`config.mk`:
```
export PLATFORM = sky130hd
export DESIGN_NAME = core_gpio
export DESIGN_NICKNAME = d
export VERILOG_FILES = /design/src/rtl/core_gpio_pkg.sv /design/src/rtl/core_gpio_port.sv /design/src/rtl/core_gpio.sv
export SDC_FILE = /design/constraint.sdc
export NUM_CORES = 1
export LEC_CHECK = 0
export CORE_MARGIN = 3
export CORE_UTILIZATION = 50
export DETAILED_ROUTE_END_ITERATION = 7
export PLACE_DENSITY = 0.75
export SLEW_MARGIN = 20
export SYNTH_ARGS = -nofsm -noshare
export SYNTH_HDL_FRONTEND = slang
export SYNTH_HIERARCHICAL = 1
export SYNTH_SLANG_ARGS = --single-unit
```
`constraint.sdc`:
```
create_clock -name clock -period 1.6 [get_ports clock]
set_input_delay 0.16 -clock clock [delete_from_list [all_inputs] [get_ports clock]]
set_output_delay 0.16 -clock clock [all_outputs]
set_load 0.01 [all_outputs]
```
`src/rtl/core_gpio_pkg.sv`:
```
`default_nettype none
// +----------------------------------------------------------------------+
// | core_gpio_pkg                                                        |
// | Register map, port stride and register-select decode for core_gpio.  |
// | Revision: 1.0                                                        |
// +----------------------------------------------------------------------+
package core_gpio_pkg;

    localparam logic [4:0]  c_OFF_OUT      = 5'h00;
    localparam logic [4:0]  c_OFF_OE       = 5'h04;
    localparam logic [4:0]  c_OFF_IN       = 5'h08;
    localparam logic [4:0]  c_OFF_RISE_EN  = 5'h0C;
    localparam logic [4:0]  c_OFF_FALL_EN  = 5'h10;
    localparam logic [4:0]  c_OFF_IRQ_STAT = 5'h14;
    localparam logic [4:0]  c_OFF_OUT_SET  = 5'h18;
    localparam logic [4:0]  c_OFF_OUT_CLR  = 5'h1C;

    localparam logic [31:0] c_PORT_STRIDE  = 32'h20;
    localparam int          c_STRIDE_SHIFT = $clog2(c_PORT_STRIDE);

    typedef enum logic [3:0] {
        SEL_NONE,
        SEL_OUT,
        SEL_OE,
        SEL_IN,
        SEL_RISE_EN,
        SEL_FALL_EN,
        SEL_IRQ_STAT,
        SEL_OUT_SET,
        SEL_OUT_CLR
    } reg_sel_e;

    // Misaligned byte offsets fall through to SEL_NONE and behave as unmapped.
    function automatic reg_sel_e decode_offset(input logic [4:0] off);
        case (off)
            c_OFF_OUT:      return SEL_OUT;
            c_OFF_OE:       return SEL_OE;
            c_OFF_IN:       return SEL_IN;
            c_OFF_RISE_EN:  return SEL_RISE_EN;
            c_OFF_FALL_EN:  return SEL_FALL_EN;
            c_OFF_IRQ_STAT: return SEL_IRQ_STAT;
            c_OFF_OUT_SET:  return SEL_OUT_SET;
            c_OFF_OUT_CLR:  return SEL_OUT_CLR;
            default:        return SEL_NONE;
        endcase
    endfunction

endpackage
`default_nettype wire

```
`src/rtl/core_gpio_port.sv`:
```
`default_nettype none
// +----------------------------------------------------------------------+
// | core_gpio_port                                                       |
// | One GPIO port: registers, 2-flop input synchronizer, edge capture.   |
// | Revision: 1.0                                                        |
// +----------------------------------------------------------------------+
module core_gpio_port
    import core_gpio_pkg::*;
#(
    parameter int PORT_WIDTH = 32
) (
    input  logic                  clk,
    input  logic                  rst_n,
    input  logic                  i_wr_en,
    input  reg_sel_e              i_sel,
    input  logic [PORT_WIDTH-1:0] i_wdata,
    input  logic [PORT_WIDTH-1:0] i_wmask,
    input  logic [PORT_WIDTH-1:0] i_pin_in,
    output logic [PORT_WIDTH-1:0] o_rdata,
    output logic [PORT_WIDTH-1:0] o_pin_out,
    output logic [PORT_WIDTH-1:0] o_pin_oe,
    output logic                  o_irq_any
);

    logic [PORT_WIDTH-1:0] r_out;
    logic [PORT_WIDTH-1:0] r_oe;
    logic [PORT_WIDTH-1:0] r_rise_en;
    logic [PORT_WIDTH-1:0] r_fall_en;
    logic [PORT_WIDTH-1:0] r_irq_stat;
    logic [PORT_WIDTH-1:0] r_sync1;
    logic [PORT_WIDTH-1:0] r_sync2;
    logic [PORT_WIDTH-1:0] r_sync_prev;

    logic [PORT_WIDTH-1:0] w_data_m;
    logic [PORT_WIDTH-1:0] w_edges;
    logic [PORT_WIDTH-1:0] w_set;
    logic [PORT_WIDTH-1:0] w_clr;
    logic [PORT_WIDTH-1:0] w_out_wr;
    logic [PORT_WIDTH-1:0] w_w1c;

    function automatic logic [PORT_WIDTH-1:0] merge(
        input logic [PORT_WIDTH-1:0] cur,
        input logic [PORT_WIDTH-1:0] data,
        input logic [PORT_WIDTH-1:0] mask
    );
        return (cur & ~mask) | (data & mask);
    endfunction

    assign w_data_m = i_wdata & i_wmask;
    assign w_edges  = (r_sync2 & ~r_sync_prev & r_rise_en)
                    | (~r_sync2 & r_sync_prev & r_fall_en);
    assign w_set    = (i_wr_en && i_sel == SEL_OUT_SET)  ? w_data_m : '0;
    assign w_clr    = (i_wr_en && i_sel == SEL_OUT_CLR)  ? w_data_m : '0;
    assign w_w1c    = (i_wr_en && i_sel == SEL_IRQ_STAT) ? w_data_m : '0;
    assign w_out_wr = (i_wr_en && i_sel == SEL_OUT) ? merge(r_out, i_wdata, i_wmask) : r_out;

    always_ff @(posedge clk or negedge rst_n) begin
        if (!rst_n) begin
            r_out       <= '0;
            r_oe        <= '0;
            r_rise_en   <= '0;
            r_fall_en   <= '0;
            r_irq_stat  <= '0;
            r_sync1     <= '0;
            r_sync2     <= '0;
            r_sync_prev <= '0;
        end else begin
            r_sync1     <= i_pin_in;
            r_sync2     <= r_sync1;
            r_sync_prev <= r_sync2;
            // Clear dominates set on OUT; a fresh edge dominates W1C on status.
            r_out       <= (w_out_wr | w_set) & ~w_clr;
            r_irq_stat  <= (r_irq_stat & ~w_w1c) | w_edges;
            if (i_wr_en && i_sel == SEL_OE)      r_oe      <= merge(r_oe, i_wdata, i_wmask);
            if (i_wr_en && i_sel == SEL_RISE_EN) r_rise_en <= merge(r_rise_en, i_wdata, i_wmask);
            if (i_wr_en && i_sel == SEL_FALL_EN) r_fall_en <= merge(r_fall_en, i_wdata, i_wmask);
        end
    end

    always_comb begin
        o_rdata = '0;
        case (i_sel)
            SEL_OUT:      o_rdata = r_out;
            SEL_OE:       o_rdata = r_oe;
            SEL_IN:       o_rdata = r_sync2;
            SEL_RISE_EN:  o_rdata = r_rise_en;
            SEL_FALL_EN:  o_rdata = r_fall_en;
            SEL_IRQ_STAT: o_rdata = r_irq_stat;
            default:      o_rdata = '0;
        endcase
    end

    assign o_pin_out = r_out;
    assign o_pin_oe  = r_oe;
    assign o_irq_any = |r_irq_stat;

endmodule
`default_nettype wire

```
`src/rtl/core_gpio.sv`:
```
`default_nettype none
// +----------------------------------------------------------------------+
// | core_gpio                                                            |
// | Multi-port GPIO with single-cycle bus response and edge interrupts.  |
// | Revision: 1.0                                                        |
// +----------------------------------------------------------------------+
module core_gpio
    import core_gpio_pkg::*;
#(
    parameter int          NUM_PORTS  = 2,
    parameter int          PORT_WIDTH = 32,
    parameter logic [31:0] BASE_ADDR  = 32'h4000_0000
) (
    input  logic                            clock,
    input  logic                            reset,
    input  logic                            io_req_valid,
    input  logic [31:0]                     io_req_bits_addrRequest,
    input  logic [31:0]                     io_req_bits_dataRequest,
    input  logic [3:0]                      io_req_bits_activeByteLane,
    input  logic                            io_req_bits_isWrite,
    output logic                            io_rsp_valid,
    output logic [31:0]                     io_rsp_bits_dataResponse,
    input  logic [NUM_PORTS*PORT_WIDTH-1:0] io_pin_in,
    output logic [NUM_PORTS*PORT_WIDTH-1:0] io_pin_out,
    output logic [NUM_PORTS*PORT_WIDTH-1:0] io_pin_oe,
    output logic                            io_irq
);

    logic [31:0]           w_rel;
    logic [31:0]           w_port_idx;
    logic                  w_in_window;
    reg_sel_e              w_sel;
    logic [31:0]           w_wmask32;
    logic                  w_wr;
    logic [NUM_PORTS-1:0]  w_hit;
    logic [NUM_PORTS-1:0]  w_port_irq;
    logic [PORT_WIDTH-1:0] w_port_rdata [NUM_PORTS];
    logic [31:0]           w_rdata;

    logic                  r_rsp_valid;
    logic [31:0]           r_rsp_data;
    logic                  r_irq;

    assign w_rel       = io_req_bits_addrRequest - BASE_ADDR;
    assign w_port_idx  = w_rel >> c_STRIDE_SHIFT;
    assign w_in_window = (io_req_bits_addrRequest >= BASE_ADDR) && (w_port_idx < 32'(NUM_PORTS));
    assign w_sel       = decode_offset(w_rel[4:0]);
    assign w_wr        = io_req_valid && io_req_bits_isWrite;
    assign w_wmask32   = {{8{io_req_bits_activeByteLane[3]}}, {8{io_req_bits_activeByteLane[2]}},
                          {8{io_req_bits_activeByteLane[1]}}, {8{io_req_bits_activeByteLane[0]}}};

    generate
        for (genvar i = 0; i < NUM_PORTS; i++) begin : g_port
            assign w_hit[i] = w_in_window && (w_port_idx == 32'(i));

            core_gpio_port #(
                .PORT_WIDTH (PORT_WIDTH)
            ) u_port (
                .clk       (clock),
                .rst_n     (reset),
                .i_wr_en   (w_wr && w_hit[i]),
                .i_sel     (w_sel),
                .i_wdata   (io_req_bits_dataRequest[PORT_WIDTH-1:0]),
                .i_wmask   (w_wmask32[PORT_WIDTH-1:0]),
                .i_pin_in  (io_pin_in[i*PORT_WIDTH +: PORT_WIDTH]),
                .o_rdata   (w_port_rdata[i]),
                .o_pin_out (io_pin_out[i*PORT_WIDTH +: PORT_WIDTH]),
                .o_pin_oe  (io_pin_oe[i*PORT_WIDTH +: PORT_WIDTH]),
                .o_irq_any (w_port_irq[i])
            );
        end
    endgenerate

    always_comb begin
        w_rdata = '0;
        for (int i = 0; i < NUM_PORTS; i++) begin
            if (w_hit[i]) w_rdata = w_rdata | 32'(w_port_rdata[i]);
        end
    end

    // Read data is sampled from pre-write state; write responses carry zero.
    always_ff @(posedge clock or negedge reset) begin
        if (!reset) begin
            r_rsp_valid <= 1'b0;
            r_rsp_data  <= '0;
            r_irq       <= 1'b0;
        end else begin
            r_rsp_valid <= io_req_valid;
            r_rsp_data  <= (io_req_valid && !io_req_bits_isWrite) ? w_rdata : '0;
            r_irq       <= |w_port_irq;
        end
    end

    assign io_rsp_valid             = r_rsp_valid;
    assign io_rsp_bits_dataResponse = r_rsp_data;
    assign io_irq                   = r_irq;

endmodule
`default_nettype wire

```
# [Yosys cells after proc, flatten, opt, wreduce, memory -nomap -nowiden]
# Memories as Yosys holds them, arrays and structs flattened.
# Index checks and enable logic that the tools add are counted.
[op_classes] add_sub_neg=1 eq_ne=9 bitwise_logic=45 mux=13 order_cmp=2 reduce_logical=24
[op_table] cell="$and 32x32->32" n=21
[op_table] cell="$or 32x32->32" n=15
[op_table] cell="$pmux 32 s6" n=2
[op_table] cell="$mux 32" n=11
[op_table] cell="$not 32->32" n=9
[op_table] cell="$reduce_or 64->1" n=1
[op_table] cell="$ge 32x31->1 const B" n=1
[op_table] cell="$logic_not 32->1" n=1
[op_table] cell="$sub 32x31->32 const B" n=1
[op_table] cell="$eq 27x1->1 const B" n=1
[op_table] cell="$lt 27x2->1 const B" n=1
[op_table] cell="$logic_and 1x1->1" n=21
[op_table] cell="$eq 4x3->1 const B" n=4
[op_table] cell="$eq 4x2->1 const B" n=2
[op_table] cell="$eq 4x1->1 const B" n=1
[op_table] cell="$eq 4x4->1 const B" n=1
[op_table] cell="$logic_not 1->1" n=1
[word_totals] n_memories=1 in_bits=136 mem_bits_ro=128 regBits=546
[mem_list] name="(no name shown)" words=32 width=4 read_ports=1 rd_ports_with_merged_regs=0 wr=0 line_no="core_gpio_pkg.sv:35" text="case (off)"

# [Logic depth before layout (Yosys ltp)]
# Gate-level depths: netlist of the first run.
[logic_depth] word_depth=10 mapped_depth=13 ltp_nobuf=9

# [Modules after synthesis]
# The synthesis of the first run kept the hierarchy.
[by_module_without_submodules] mod="core_gpio_port at g_port[0].u_port" area_per_inst_um2=11682.5 n_inst=1 seq_area_each_um2=6406.1 cells_per_inst=997
[by_module_without_submodules] mod="core_gpio_port at g_port[1].u_port" area_per_inst_um2=11644.9 n_inst=1 seq_area_each_um2=6406.1 cells_per_inst=997
[by_module_without_submodules] mod="core_gpio" area_per_inst_um2=2205.9 n_inst=1 seq_area_each_um2=850.8 cells_per_inst=182

# [Worst setup path after synthesis of the first run]
# No wires, ideal clock.
[synth_path] path_kind="input to register" from="input port io_req_bits_addrRequest[3]" to="register r_rsp_data[0] (netlist: io_rsp_bits_dataResponse[0])" required_time_ps=1498 path_stages=11 setup_ps=102 t_arrival_ps=2451 n_path_buf=3 setup_slack_ps=-952 cell_sequence="xnor2_1 -> nor3_1 -> buf_4 -> nor4b_2 -> buf_4 -> clkbuf_1 -> a22oi_1 -> nand3_1 -> mux2_2 -> nand4_1 -> nor4_1"
[synth_lines] element="start, declared" line_no="core_gpio.sv:17" text="input logic [31:0] io_req_bits_addrRequest,"
[synth_lines] element="end signal, assigned" line_no="core_gpio.sv:89" text="r_rsp_data <= (io_req_valid && !io_req_bits_isWrite) ? w_rdata : '0;"
[synth_lines] element="end, declared" line_no="core_gpio.sv:41" text="logic [31:0] r_rsp_data;"

# [Worst setup path after layout of the first run]
[layout_path] from="input port io_req_bits_addrRequest[2]" to="register g_port[1].u_port.r_out[31]"
[layout_lines] element="$sub 32x31->32 (*)" line_no="core_gpio.sv:44" text="assign w_rel = io_req_bits_addrRequest - BASE_ADDR;"
[layout_lines] element="$mem_v2 32x4 (*)"
[layout_lines] element="named net w_sel[0]" line_no="core_gpio.sv:32" text="reg_sel_e w_sel;"
[layout_lines] element="$eq 4x1->1, or another cell as far along" line_no="core_gpio_port.sv:55" text="assign w_out_wr = (i_wr_en && i_sel == SEL_OUT) ? merge(r_out, i_wdata, i_wmask) : r_out;"
[layout_lines] element="$logic_and 1x1->1, on equally long branches" line_no="core_gpio_port.sv:55, core_gpio_port.sv:52, core_gpio_port.sv:53"
[layout_lines] element="$mux 32, on equally long branches" line_no="core_gpio_port.sv:55, core_gpio_port.sv:52, core_gpio_port.sv:53"
[layout_lines] element="$or 32x32->32 / $not 32->32 (equally long branches)" line_no="core_gpio_port.sv:72" text="r_out <= (w_out_wr | w_set) & ~w_clr;"
[layout_lines] element="$and 32x32->32 (*)" line_no="core_gpio_port.sv:72"
[layout_lines] element="end signal, assigned" line_no="core_gpio_port.sv:72"
[layout_lines] element="end, declared" line_no="core_gpio_port.sv:25" text="logic [PORT_WIDTH-1:0] r_out;"
# The timed path passes the listed nets; every way through them passes the cells marked *.
# A chain may end at the register's enable or synchronous reset.

==> out/results.txt, run 1 <==
Max H-tree Level: 2
clk sinks: 546
row cnt: 82
f_max: 480.3 MHz
Tmin final: 2.082 ns
Worst Hold Class: input pin to register
Sequential Area: 13720 um^2
leakage: 20.22 nW
setup TNS: -87.93 ns
status: finished with violations
sequential fraction of the synthesis area: 0.5351
Max VDD drop: 931.4 uV
Total Wirelength: 120.8 mm
clock latency on the worst-skew pair: 0.64 ns
Crit Path Class: input pin to register
DRT Pass-1 Iters: 6
layout cells sized above 1: 0.4626
area delta synth->final: 61.94%
vias per inst: 7.015
CP Cell Sequence: buf_12, buf_6, nor3_4, buf_6, a21boi_4, nor4_4, buf_6, buf_12, buf_16, or4bb_1, o221ai_1, nand3_1
number of global-route vias before repair: 24580
Least-Margin Pin Slew: 0.7664 ns
Avg Cell Area, Syn: 11.73 um^2
most frequent CP cell: buf_6
post-DP HPWL: 66.45 mm
initial core utilization: 0.5079
power per cell area: 754.8 nW/um^2
area share of the largest cell type after synthesis: 0.5351
area leader, netlist: dfrtp_1
#FFs+latches synth: 546
CTS tree: built
Detailed Route Iter0 Violations: 4002
CORE AREA: 50270 um^2
Clock Power Share: 0.431
slew margin rel.: 0.4874
Final Setup Violations: 359
RSZ-0062 raised after global routing: yes
total die area: 53810 um^2
CP peak stage delay: 0.41 ns
Num CTS Buffers: 58
Clock Tree Buf Depth: 3
FILL cells: 2462
antenna viol nets, final: 0
DRC violations left: 0
WL/cell: 32.70 um
fin nets: 3120
area of the mapped netlist: 25530 um^2
port buffer count: 297
Area after DPL: 32640 um^2
Reg2Reg Depth: 5
GRT overflow: 0
Synth Instances: 2176
Die H: 232.0 um
Seq pwr share: 0.461
Max-Cap Viols: 0
Crit path required time: 2.10 ns
io pins: 298
largest net degree at the start of global routing: 71
clock slew at reported path FFs: 0.06 ns
gpl congestion: 0.9314
Multi-input gate area: 14230 um^2
Net Count, Synth: 2314
Sw Pwr: 0.008046 W
top cells by area, synth: dfrtp_1, nand3_1, mux2_2, a22oi_1, nand4_1
Die Wd: 232.0 um
setup ws final: -0.4822 ns
crit path max fanout: 5
Comb power frac: 0.108
Sw Ratio: 0.2578
Worst Path Arrival: 2.58 ns
internal power: 0.02316 W
Worst Clk Skew: 0.01839 ns
hold path startpoint: io_pin_in[8]
Ys Warns: 6
r2r startpoint: g_port[1].u_port/r_irq_stat[3]$_DFF_PN0_
Slew Limit Fails: 0
failing checks: setup timing
post-route cell area: 41350 um^2
Crit-path slowest cell: or4bb_1
initial antenna violation count: 11
nature of the critical path endpoint: register
r2r setup slk: -0.46 ns
period utilisation layout: 1.301
Worst Setup EP: g_port[1].u_port/o_pin_out[31]$_DFF_PN0_
Worst Setup Start Kind: input pin
Crit. Startpoint: io_req_bits_addrRequest[2]
vias: 25930
GRT Total Usage: 0.3924
Core Util, Final: 0.8225
Root Driver: clkbuf_16
first-pass GRT wire length: 159.1 mm
final hold viol count: 0
r2r endpoint: io_irq$_DFF_PN0_
Distinct cells, synth: 41
Tot Pwr: 0.03121 W
[final cells by class]
type                    count  share of cell area
well taps                 672             0.02033
repair buffers            927              0.2588
clock buffers              86             0.04137
flip-flops and latches    546              0.3319
diodes                      4           0.0002421
clock inverters            12            0.002754
multi-input cells        1445              0.3441
inverters                   4           0.0004539
[cells in the mapped netlist (all sizes together)]
cell	count
buf	111
a22oi	192
xor2	1
nor4bb	5
a21o	64
or4b	2
a21boi	1
nor2b	2
ha	2
or4bb	64
and4bb	1
nand2b	66
o21ai	64
and3b	2
nand3b	64
dfrtp	546
nand3	322
and3	1
mux2	224
nor3	3
xnor2	3
inv	4
nand4	166
o221ai	64
nand2	65
clkbuf	70
nor4	57
nor4b	7
or2	3
[cell families (layout without fill, tap and decap cells)]
| logic type | count (synthesis) | in the layout | share of synthesized area |
|---|---|---|---|
| DFF | 546 | 546 | 0.5351 |
| adders and majority gates | 2 | 2 | 0.0009799 |
| buffers and inverters | 185 | 1029 | 0.03729 |
| other | 0 | 4 | 0 |
| xor gates and xnor gates | 4 | 4 | 0.001372 |
| muxes | 224 | 224 | 0.1003 |
| AOI/OAI and AO/OA | 385 | 385 | 0.1102 |
| and+or+nand+nor | 830 | 830 | 0.2148 |
[layout by cell type (no fill, tap or decap), types with 66 or more instances in the layout]
cell type / n
mux2_2: 82
clkdlybuf4s50_1: 97
nand4_1: 165
nand3_2: 118
buf_6: 83
dlygate4sd3_1: 67
mux2_4: 139
dfrtp_1: 497
buf_4: 313
nand3_4: 71
a22oi_1: 77
a22oi_2: 115
nand3_1: 133
dlymetal6s2s_1: 133
buf_12: 106
nand2b_1: 66
clkbuf_16: 81
[metrics by stage]
stage	std cells	hold WS, ns	setup slack [ns]
2_1_floorplan	2176	-0.1356	-0.5236
3_3_place_gp	3314	0.01784	-1.603
3_5_place_dp	3314	0.01719	-1.667
4_1_cts	3588	0.01047	-0.4008
5_1_grt	3692	-0.005304	-0.4772
6_report	3696	0.01385	-0.4822
[power groups by stage]
stage	sequential [W]	clock (W)	combinational, W
finish	0.0144	0.0135	0.00336
global route	0.0144	0.0140	0.00344
CTS	0.0144	0.0133	0.00297
detailed placement	0.0146	0	0.00258
global placement	0.0146	0	0.00255
floorplan	0.0145	0	0.000619
[worst min path at each step]
stage          cells past startpoint                                     end  slack, ns
3_3_place_gp                       1  g_port[0].u_port/r_sync2[28]$_DFF_PN0_       0.02
3_5_place_dp                       1  g_port[0].u_port/r_sync2[28]$_DFF_PN0_       0.02
4_1_cts                            1   g_port[0].u_port/r_sync1[8]$_DFF_PN0_       0.01
6_report                           1   g_port[0].u_port/r_sync1[8]$_DFF_PN0_       0.01
5_1_grt                            1   g_port[0].u_port/r_sync1[8]$_DFF_PN0_     -0.005
2_1_floorplan                      0              asynchronous set/reset pin      -0.14
[timing repair]
item / 4_1_cts / 5_1_grt
pin swaps: 130 / 177
setup buffers: 93 / 103
endpoints found under the setup margin: 515 / 489
endpoints found under the hold margin: 618 / 0
hold buffers: 67 / 0
gates cloned: 25 / 23
gates resized for setup: 456 / 592
[metal layers]
metal,up-vias,part of all wire,GRT usage
met3,692,0.15,0.1143
met2,2292,0.43,0.5797
li1,10100,-,-
met4,10,0.075,0.1991
met1,12840,0.35,0.5280
met5,-,0.00057,0
[critical path, delay by kind of cell]
family	cells	cell delay, ns
simple gates	4	1.17
buf+inv	6	0.85
compound gates	2	0.39
(Power assumes the default switching activity.)
==> run 2, diff against run 1 <==
Settings changed: CORE_UTILIZATION 50 to 30, PLACE_DENSITY 0.75 to 0.51.
==> out/results.txt, run 2 (same netlist as run 1, synthesis figures left out) <==
Crit path required time: 2.10 ns
status: finished with violations
clock slew at reported path FFs: 0.06 ns
post-DP HPWL: 75.27 mm
crit path max fanout: 5
pre-CTS setup slack: -1.763 ns
Worst Path Arrival: 2.63 ns
Die H: 297.7 um
Worst Clk Skew: 0.02398 ns
CTS tree: built
Tmin final: 2.130 ns
RSZ-0062 raised after global routing: yes
initial core utilization: 0.3041
FILL cells: 7280
Die Wd: 297.7 um
f_max: 469.5 MHz
period utilisation layout: 1.331
most frequent cells in the layout: dfrtp_1, buf_4, clkdlybuf4s50_1, nand4_1, nand3_1
power per cell area: 806.2 nW/um^2
Final Non-Filler Cells: 4210
setup ws final: -0.5300 ns
area delta synth->final: 62.65%
nature of the critical path endpoint: register
final hold viol count: 0
failing checks: setup timing
Detailed Route Iter0 Violations: 2299
number of global-route vias before repair: 24360
vias per inst: 5.684
Final Setup Violations: 515
Least-Margin Pin Slew: 0.5628 ns
Max VDD drop: 709.5 uV
gpl congestion: 0.8980
total die area: 88650 um^2
antenna viol nets, final: 0
CORE AREA: 83950 um^2
vias: 23930
Slew Limit Fails: 0
Clock Tree Buf Depth: 3
ant diodes: 0
clk sinks: 546
GRT Total Usage: 0.2552
Worst Hold Class: input pin to register
DRC violations left: 0
commonest non-fill, non-tap cell in the layout: dfrtp_1
WL/cell: 28.31 um
Crit Path Class: input pin to register
Root Driver: clkbuf_16
largest net degree at the start of global routing: 71
slew margin rel.: 0.6248
placed insts: 3827
DRT Pass-1 Iters: 8
layout cells sized above 1: 0.4337
fin nets: 3164
Total Wirelength: 119.2 mm
GRT overflow: 0
first-pass GRT wire length: 169.6 mm
io pins: 298
Max-Cap Viols: 0
Num CTS Buffers: 66
leakage: 18.15 nW
Max H-tree Level: 3
clock latency on the worst-skew pair: 0.61 ns
Worst Setup Start Kind: input pin
row cnt: 106
port buffer count: 297
initial antenna violation count: 10
## run 2: timing repair
action | CTS | global route
setup buffers | 146 | 43
pin swaps | 166 | 134
hold buffers | 61 | 0
gates resized for setup | 424 | 196
endpoints found under the hold margin | 604 | 0
setup endpoints to repair | 515 | 515
cloned | 37 | 13
## run 2: path summary, 6_finish.rpt
kind	from	endpoint	slack (ns)	cells after the start
setup / recovery	io_req_bits_addrRequest[4]	io_rsp_bits_dataResponse[25]$_DFF_PN0_	-0.53	18
hold / removal	io_pin_in[24]	g_port[0].u_port/r_sync1[24]$_DFF_PN0_	0.03	1
hold reg to reg	g_port[0].u_port/r_sync1[25]$_DFF_PN0_	g_port[0].u_port/r_sync2[25]$_DFF_PN0_	0.34	0
min in group asynchronous	reset	g_port[0].u_port/r_sync1[28]$_DFF_PN0_	0.04	2
setup reg to reg	g_port[0].u_port/r_irq_stat[25]$_DFF_PN0_	io_irq$_DFF_PN0_	-0.19	5
max in group asynchronous	reset	g_port[0].u_port/r_sync2[1]$_DFF_PN0_	0.78	3
## run 2: report_power, final
| group | internal, W | switching, W | leakage (nW) |
|---|---|---|---|
| clock network | 0.00956 | 0.00610 | 1.11 |
| registers | 0.0141 | 0.000275 | 7.18 |
| logic | 0.00156 | 0.00188 | 9.85 |
## run 2: worst max-delay path, cell delays in order
cell       delay [ns]
buf_8            0.10
buf_6            0.10
nor4b_4          0.12
clkbuf_16        0.15
buf_8            0.11
buf_8            0.11
buf_12           0.11
buf_8            0.12
nor4bb_4         0.31
buf_6            0.15
buf_12           0.13
buf_12           0.11
buf_8            0.10
a22oi_2          0.06
nand3_2          0.11
mux2_4           0.16
nand4_1          0.11
nor4_2           0.28
## run 2: layout make-up
class | instances | area (um^2) | share of cell area
Inverter | 4 | 18.77 | 0.0004519
Clock buffer | 104 | 2081 | 0.05010
Multi-Input combinational cell | 1445 | 13330 | 0.3210
Timing Repair Buffer | 963 | 10840 | 0.2611
Tap cell | 1134 | 1419 | 0.03416
Sequential cell | 546 | 13660 | 0.3290
Clock inverter | 14 | 176.4 | 0.004248
## run 2: metal layers
layer / track usage / wire length [um] / up-vias / share of wire
met5: 0 / 7 / - / 0.000059
met4: 0.09871 / 4732 / 2 / 0.040
met3: 0.06245 / 10870 / 229 / 0.091
met2: 0.3870 / 53320 / 1182 / 0.45
met1: 0.3512 / 50240 / 12340 / 0.42
li1: - / - / 10180 / -
## run 2: metrics by stage
step | TNS [ns] | power, W | hold WS (ns) | area (um^2) | utilization
detailed placement | -478.13 | 0.01733 | 0.06319 | 33690 | 0.4013
floorplan | -124.00 | 0.01514 | -0.1356 | 26460 | -
CTS | -127.80 | 0.03369 | 0.001396 | 40360 | 0.4807
finish | -124.65 | 0.03348 | 0.03192 | 41530 | 0.4947
global placement | -467.35 | 0.01730 | 0.06451 | 33690 | 0.4013
global route | -156.07 | 0.03456 | 0.02126 | 41530 | 0.4947
